==> config.mk <==
export PLATFORM = sky130hd
export DESIGN_NAME = uart_loopback_ctrl
export DESIGN_NICKNAME = d
export VERILOG_FILES = /design/src/rtl/uart_pkg.sv /design/src/rtl/uart_loopback_ctrl_if.sv /design/src/rtl/uart_byte_fifo.sv /design/src/rtl/uart_loopback_ctrl.sv
export SDC_FILE = /design/constraint.sdc
export NUM_CORES = 1
export LEC_CHECK = 0
export ABC_AREA = 1
export BUFFER_PORTS_ARGS = -buffer_cell sky130_fd_sc_hd__buf_2
export CAP_MARGIN = 25
export CORE_UTILIZATION = 55
export CTS_BUF_LIST = sky130_fd_sc_hd__clkbuf_16
export CTS_CLUSTER_DIAMETER = 100
export DETAILED_ROUTE_END_ITERATION = 6
export GPL_TIMING_DRIVEN = 0
export PLACE_DENSITY = 0.8
export SYNTH_ARGS = -nofsm -noshare
export SYNTH_HDL_FRONTEND = slang
export SYNTH_SLANG_ARGS = --single-unit
==> constraint.sdc <==
create_clock -name clk -period 2.4 [get_ports clk]
set_clock_uncertainty 0.15 [all_clocks]
set_input_delay 0 -clock clk [delete_from_list [all_inputs] [get_ports clk]]
set_output_delay 0 -clock clk [all_outputs]
set_load 0.05 [all_outputs]
==> src/rtl/uart_pkg.sv <==
// Shared UART definitions: loopback controller states and bit timing.
// Also imported by the receiver for its bit-period constants.
package uart_pkg;

    // Loopback controller states
    typedef enum logic [2:0] {
        IDLE,
        START,
        WAIT_ACCEPT,
        WAIT_DONE,
        GAP
    } ctrl_state_e;

    // Default bit timing in clock cycles
    localparam int unsigned FULL_BIT = 21810;
    localparam int unsigned HALF_BIT = 10905;

    // Idle-busy cycles before a start is treated as accepted anyway
    localparam int unsigned ACCEPT_TIMEOUT = 4;

    // Occupancy counter width for a buffer of 'depth' entries (0..depth)
    function automatic int cnt_width(input int depth);
        return $clog2(depth) + 1;
    endfunction

endpackage

==> src/rtl/uart_loopback_ctrl_if.sv <==
// Byte FIFO access bundle between the loopback controller and its buffer.
// master: push/pop/wdata out, rdata/count/full/empty in; slave: mirrored.
interface uart_loopback_ctrl_if
    import uart_pkg::*;
#(
    parameter int DEPTH = 16
);

    localparam int CW = cnt_width(DEPTH);

    logic          push;
    logic          pop;
    logic [7:0]    wdata;
    logic [7:0]    rdata;
    logic [CW-1:0] count;
    logic          full;
    logic          empty;

    modport master (
        output push, pop, wdata,
        input  rdata, count, full, empty
    );

    modport slave (
        input  push, pop, wdata,
        output rdata, count, full, empty
    );

endinterface

==> src/rtl/uart_byte_fifo.sv <==
// Circular byte buffer of DEPTH entries with occupancy count 0..DEPTH.
// Ports: clk, i_reset (sync, active high), fif (slave side of the bundle).
module uart_byte_fifo
    import uart_pkg::*;
#(
    parameter int DEPTH = 16
) (
    input  logic                  clk,
    input  logic                  i_reset,
    uart_loopback_ctrl_if.slave   fif
);

    localparam int AW = $clog2(DEPTH);
    localparam int CW = cnt_width(DEPTH);
    localparam logic [CW-1:0] FULL_CNT = CW'(DEPTH);

    logic [7:0]    mem_q [DEPTH];
    logic [AW-1:0] wr_ptr_q, wr_ptr_d;
    logic [AW-1:0] rd_ptr_q, rd_ptr_d;
    logic [CW-1:0] count_q, count_d;
    logic          do_push;
    logic          do_pop;

    always_comb begin
        do_pop   = fif.pop && (count_q != '0) && !i_reset;
        // A push into a full buffer is fine when the head leaves on the same edge
        do_push  = fif.push && !i_reset
                   && ((count_q != FULL_CNT) || do_pop);
        wr_ptr_d = do_push ? wr_ptr_q + 1'b1 : wr_ptr_q;
        rd_ptr_d = do_pop ? rd_ptr_q + 1'b1 : rd_ptr_q;
        count_d  = count_q;
        unique case ({do_push, do_pop})
            2'b10:   count_d = count_q + 1'b1;
            2'b01:   count_d = count_q - 1'b1;
            default: count_d = count_q;
        endcase
    end

    always_ff @(posedge clk) begin
        if (i_reset) begin
            wr_ptr_q <= '0;
            rd_ptr_q <= '0;
            count_q  <= '0;
        end else begin
            wr_ptr_q <= wr_ptr_d;
            rd_ptr_q <= rd_ptr_d;
            count_q  <= count_d;
        end
    end

    // Storage is deliberately left untouched by reset
    always_ff @(posedge clk) begin
        if (do_push) begin
            mem_q[wr_ptr_q] <= fif.wdata;
        end
    end

    assign fif.rdata = mem_q[rd_ptr_q];
    assign fif.count = count_q;
    assign fif.full  = (count_q == FULL_CNT);
    assign fif.empty = (count_q == '0);

endmodule

==> src/rtl/uart_loopback_ctrl.sv <==
// Loopback controller: buffers received bytes and replays them to the UART
// transmitter one at a time, with a one-bit idle gap after each byte.
// Ports: clk, i_reset (sync, active high); i_rx_data/i_rx_valid from the
// receiver; i_tx_busy from the transmitter; o_tx_data/o_tx_start to the
// transmitter; o_overflow (sticky), o_drop_count (saturating), o_debug
// (buffer occupancy).
module uart_loopback_ctrl
    import uart_pkg::*;
#(
    parameter int DEPTH      = 16,
    parameter int GAP_CYCLES = FULL_BIT
) (
    input  logic       clk,
    input  logic       i_reset,
    input  logic [7:0] i_rx_data,
    input  logic       i_rx_valid,
    input  logic       i_tx_busy,
    output logic [7:0] o_tx_data,
    output logic       o_tx_start,
    output logic       o_overflow,
    output logic [7:0] o_drop_count,
    output logic [7:0] o_debug
);

    localparam int GW = $clog2(GAP_CYCLES + 1);
    localparam logic [GW-1:0] GAP_LAST = GW'(GAP_CYCLES);
    localparam logic [1:0]    ACC_LAST = 2'(ACCEPT_TIMEOUT - 1);

    uart_loopback_ctrl_if #(.DEPTH(DEPTH)) fifo_bus ();

    uart_byte_fifo #(.DEPTH(DEPTH)) u_fifo (
        .clk     (clk),
        .i_reset (i_reset),
        .fif     (fifo_bus.slave)
    );

    ctrl_state_e   state_q, state_d;
    logic [GW-1:0] gap_cnt_q, gap_cnt_d;
    logic [1:0]    acc_cnt_q, acc_cnt_d;
    logic          overflow_q, overflow_d;
    logic [7:0]    drop_q, drop_d;
    logic          tx_start;
    logic [7:0]    tx_data;
    logic          pop;
    logic          drop;

    // Controller FSM: next state, counters and transmit request
    always_comb begin
        state_d   = state_q;
        gap_cnt_d = gap_cnt_q;
        acc_cnt_d = acc_cnt_q;
        tx_start  = 1'b0;
        tx_data   = 8'h00;
        pop       = 1'b0;
        unique case (state_q)
            IDLE: begin
                if (!fifo_bus.empty && !i_tx_busy) begin
                    state_d = START;
                end
            end
            START: begin
                tx_start  = 1'b1;
                tx_data   = fifo_bus.rdata;
                pop       = 1'b1;
                acc_cnt_d = '0;
                state_d   = WAIT_ACCEPT;
            end
            WAIT_ACCEPT: begin
                if (i_tx_busy) begin
                    acc_cnt_d = '0;
                    state_d   = WAIT_DONE;
                end else if (acc_cnt_q == ACC_LAST) begin
                    // Never accepted: give the byte up rather than retry
                    acc_cnt_d = '0;
                    gap_cnt_d = '0;
                    state_d   = GAP;
                end else begin
                    acc_cnt_d = acc_cnt_q + 1'b1;
                end
            end
            WAIT_DONE: begin
                if (!i_tx_busy) begin
                    gap_cnt_d = '0;
                    state_d   = GAP;
                end
            end
            GAP: begin
                if (gap_cnt_q == GAP_LAST) begin
                    gap_cnt_d = '0;
                    state_d   = IDLE;
                end else begin
                    gap_cnt_d = gap_cnt_q + 1'b1;
                end
            end
            default: begin
                state_d = IDLE;
            end
        endcase
    end

    // Receive side: store or drop, overflow bookkeeping
    always_comb begin
        fifo_bus.push  = i_rx_valid && !i_reset
                         && (!fifo_bus.full || pop);
        fifo_bus.pop   = pop;
        fifo_bus.wdata = i_rx_data;
        drop           = i_rx_valid && !i_reset
                         && fifo_bus.full && !pop;
        overflow_d     = overflow_q | drop;
        drop_d         = drop_q;
        if (drop && (drop_q != 8'hFF)) begin
            drop_d = drop_q + 1'b1;
        end
    end

    always_ff @(posedge clk) begin
        if (i_reset) begin
            state_q    <= IDLE;
            gap_cnt_q  <= '0;
            acc_cnt_q  <= '0;
            overflow_q <= 1'b0;
            drop_q     <= 8'h00;
        end else begin
            state_q    <= state_d;
            gap_cnt_q  <= gap_cnt_d;
            acc_cnt_q  <= acc_cnt_d;
            overflow_q <= overflow_d;
            drop_q     <= drop_d;
        end
    end

    assign o_tx_start   = tx_start;
    assign o_tx_data    = tx_data;
    assign o_overflow   = overflow_q;
    assign o_drop_count = drop_q;
    assign o_debug      = 8'(fifo_bus.count);

endmodule

==> flow_summary.yaml <==
worst_hold_path:
  holdPathEnd: "o_drop_count[7]$_SDFFE_PP0P_"
  hold_path_class: "primary input to flop"
  hold_depth: 3
  worstHoldStart: "i_reset"
placement:
  dp.final_hpwl_mm: 11.6
  gp_congestion: 0.916
  place_area_sq_um: 8260
  portBuffers: 33
  detailedPlace.worstSlack_ns: -0.198
critical_path:
  startpoint_type: "flop"
  r2r_slack_ns: 0.10
  worstPathRequired_ns: 2.25
  timing.rr.start: "state_q[1]$_SDFFE_PP0P_"
  cp.arrival_ns: 2.16
  crit_type: "flop to primary output"
  rr_worst_depth: 8
  r2r-end: "u_fifo.mem_q[5][0]$_DFFE_PP_"
  path_max_fanout: 10
  cp-end-kind: "primary output"
floorplanning:
  die_y_microns: 121
  start_util: 0.566
  die_area_sq_um: 14800
  rows: 43
  core_sq_um: 13900
  io_pins: 38
  die_x_microns: 121
sta:
  relSlewSlack: 0.423
  fin_ws_ns: 0.0894
  slew_violations: 0
  finalHoldViolations: 0
  worstMarginPinSlew_ns: 0.862
  max_freq_ghz: 0.433
  setup_viol: 0
  tns_ns: 0
  holdWs_ns: 0.216
  period_needed_ns: 2.31
  rsz0062_at_grt: "yes"
  period_share: 0.963
global_routing:
  grt_overflow: 0
  grt_max_degree: 17
  grt_pass1_wl_mm: 27.9
  grt_pass1_vias: 5554
  track_usage: 0.253
  antenna_found_initial: 0
cells_and_area:
  final_common_cell: "nor2_1"
  syn2layout_area_growth_pct: 15.8
  drive_gt1_frac: 0.164
  n_antenna_cell: 0
  utilization: 0.655
  final_design_area_no_fill_sq_um: 9090
  nNetsFinal: 898
  final_cell_mix: "148 x nor2_1, 128 x edfxtp_1, 121 x nand2_1, 72 x nand3_1, 61 x o21ai_0"
logic_synthesis:
  syn-mean-instance-area_sq_um: 9.75
  synth_area_sq_um: 7850
  ys_seq_area_frac: 0.607
  async_flop_share: 0
  yosysUniqueCellTypes: 38
  yosysWarnings: 0
  syn-instance-count: 805
  yosys_register_bits: 174
  synth_flop_cell: "edfxtp_1"
  synth_enable_flop_cells: 128
clock_tree:
  cts_buffer_depth: 2
  cts_tree: "yes"
  clk_latency_ns: 0.43
  cts-buffers-inserted: 17
  clkSinkCount: 174
  htreeDepth: 4
  path_clk_slew_ns: 0.06
  clockRootBuffer: "clkbuf_16"
route:
  vias: 5930
  drtPass1Iterations: 5
  drc: 0
  viasPerCell: 5.57
  antenna_left: 0
  wl_per_cell_microns: 16.5
  wl_mm: 17.6
  drt-initial-drc-count: 483
flow_run:
  drv_cap: 0
pwr:
  p_per_area_nw_per_um2: 891
  p_leak_nw: 3.42
  vdd_drop_max_mv: 0.408
status:
  status: "complete, no violations"
-- metal layers --
layer / GRT usage / part of all wire / vias to the layer above
li1: - / - / 2877
met1: 0.324 / 0.42 / 2779
met2: 0.411 / 0.48 / 233
met3: 0.0559 / 0.068 / 41
met4: 0.111 / 0.026 / 0
met5: 0 / 0 / -
-- sequential cells by signal, summed over array words and instances (netlist names), named ones only --
name and cells:
u_fifo.wr_ptr_q 4, gap_cnt_q 15, u_fifo.mem_q 128, state_q 3, u_fifo.rd_ptr_q 4, o_overflow 1
acc_cnt_q 2, u_fifo.fif.count 5, o_drop_count 8
-- cell type report --
type | instances | area, sq um
Buffer | 36 | 229
Sequential cell | 174 | 4780
Clock inverter | 14 | 154
Timing Repair Buffer | 47 | 315
Tap cell | 180 | 225
Clock buffer | 17 | 425
Fill cell | 1090 | 4790
Inverter | 54 | 211
Multi-Input combinational cell | 543 | 2750
-- Yosys cell counts, drive strengths merged (5+ instances only) --
cell | n | share of area
nor2 | 158 | 0.081
nand2 | 132 | 0.069
edfxtp | 128 | 0.49
nand3 | 75 | 0.049
o21ai | 69 | 0.044
inv | 53 | 0.026
dfxtp | 46 | 0.12
a21oi | 41 | 0.028
buf | 18 | 0.018
clkbuf | 18 | 0.0088
o211ai | 14 | 0.013
ha | 13 | 0.021
nand4 | 10 | 0.0080
xor2 | 8 | 0.0089
nand3b | 5 | 0.0048
-- power breakdown --
group	internal, mW	switching, mW
logic	0.607	1.36
clock network	1.61	1.10
registers	3.32	0.0920
-- cell families after synthesis --
group                      count (synthesis)  share of synthesized area
adders and majority gates                 13                     0.0207
xor gates and xnor gates                  11                     0.0123
buffers and inverters                     90                     0.0524
DFF                                      174                      0.607
and+or+nand+nor                          386                      0.216
AOI/OAI and AO/OA                        130                     0.0912
other                                      1                   0.000478
-- worst max-delay path: stages (launching register included) --
cell and delay, ns:
dfxtp_1 0.32, buf_2 0.17, clkbuf_2 0.26, o21ai_0 0.12
o211ai_1 0.25, nand3_1 0.18, a21oi_2 0.21, buf_4 0.22
-- through the flow --
step	cells	total power, mW
3_3_place_gp	1020	5.25
2_1_floorplan	807	4.80
5_1_grt	1065	8.44
4_1_cts	1062	8.02
6_report	1065	8.10
3_5_place_dp	1020	5.29
-- how the worst max path moves through the flow --
stage                                           from                          endpoint  slack (ns)  depth (start not counted)
floorplan           u_fifo.fif.count[0]$_SDFFE_PP0P_  u_fifo.fif.count[4]$_SDFFE_PP0P_        0.02                         16
global placement    u_fifo.fif.count[0]$_SDFFE_PP0P_  u_fifo.fif.count[4]$_SDFFE_PP0P_       -0.07                         16
detailed placement  u_fifo.fif.count[0]$_SDFFE_PP0P_  u_fifo.fif.count[4]$_SDFFE_PP0P_       -0.20                         16
CTS                 u_fifo.fif.count[1]$_SDFFE_PP0P_  u_fifo.fif.count[4]$_SDFFE_PP0P_       -0.02                         16
global route        u_fifo.fif.count[1]$_SDFFE_PP0P_  u_fifo.fif.count[4]$_SDFFE_PP0P_       -0.07                         16
finish                                          flop                      o_tx_data[5]        0.09                          7
-- repair_timing --
| item | CTS | global route |
|---|---|---|
| endpoints found under the setup margin | 10 | 10 |
| endpoints found under the hold margin | 148 | 0 |
| buffers inserted | 0 | 3 |
| gates cloned | 0 | 0 |
| hold buffers | 11 | 0 |
| resized for setup | 14 | 42 |
| pin swaps | 0 | 4 |
No activity file was read; power rests on OpenSTA's default activity.
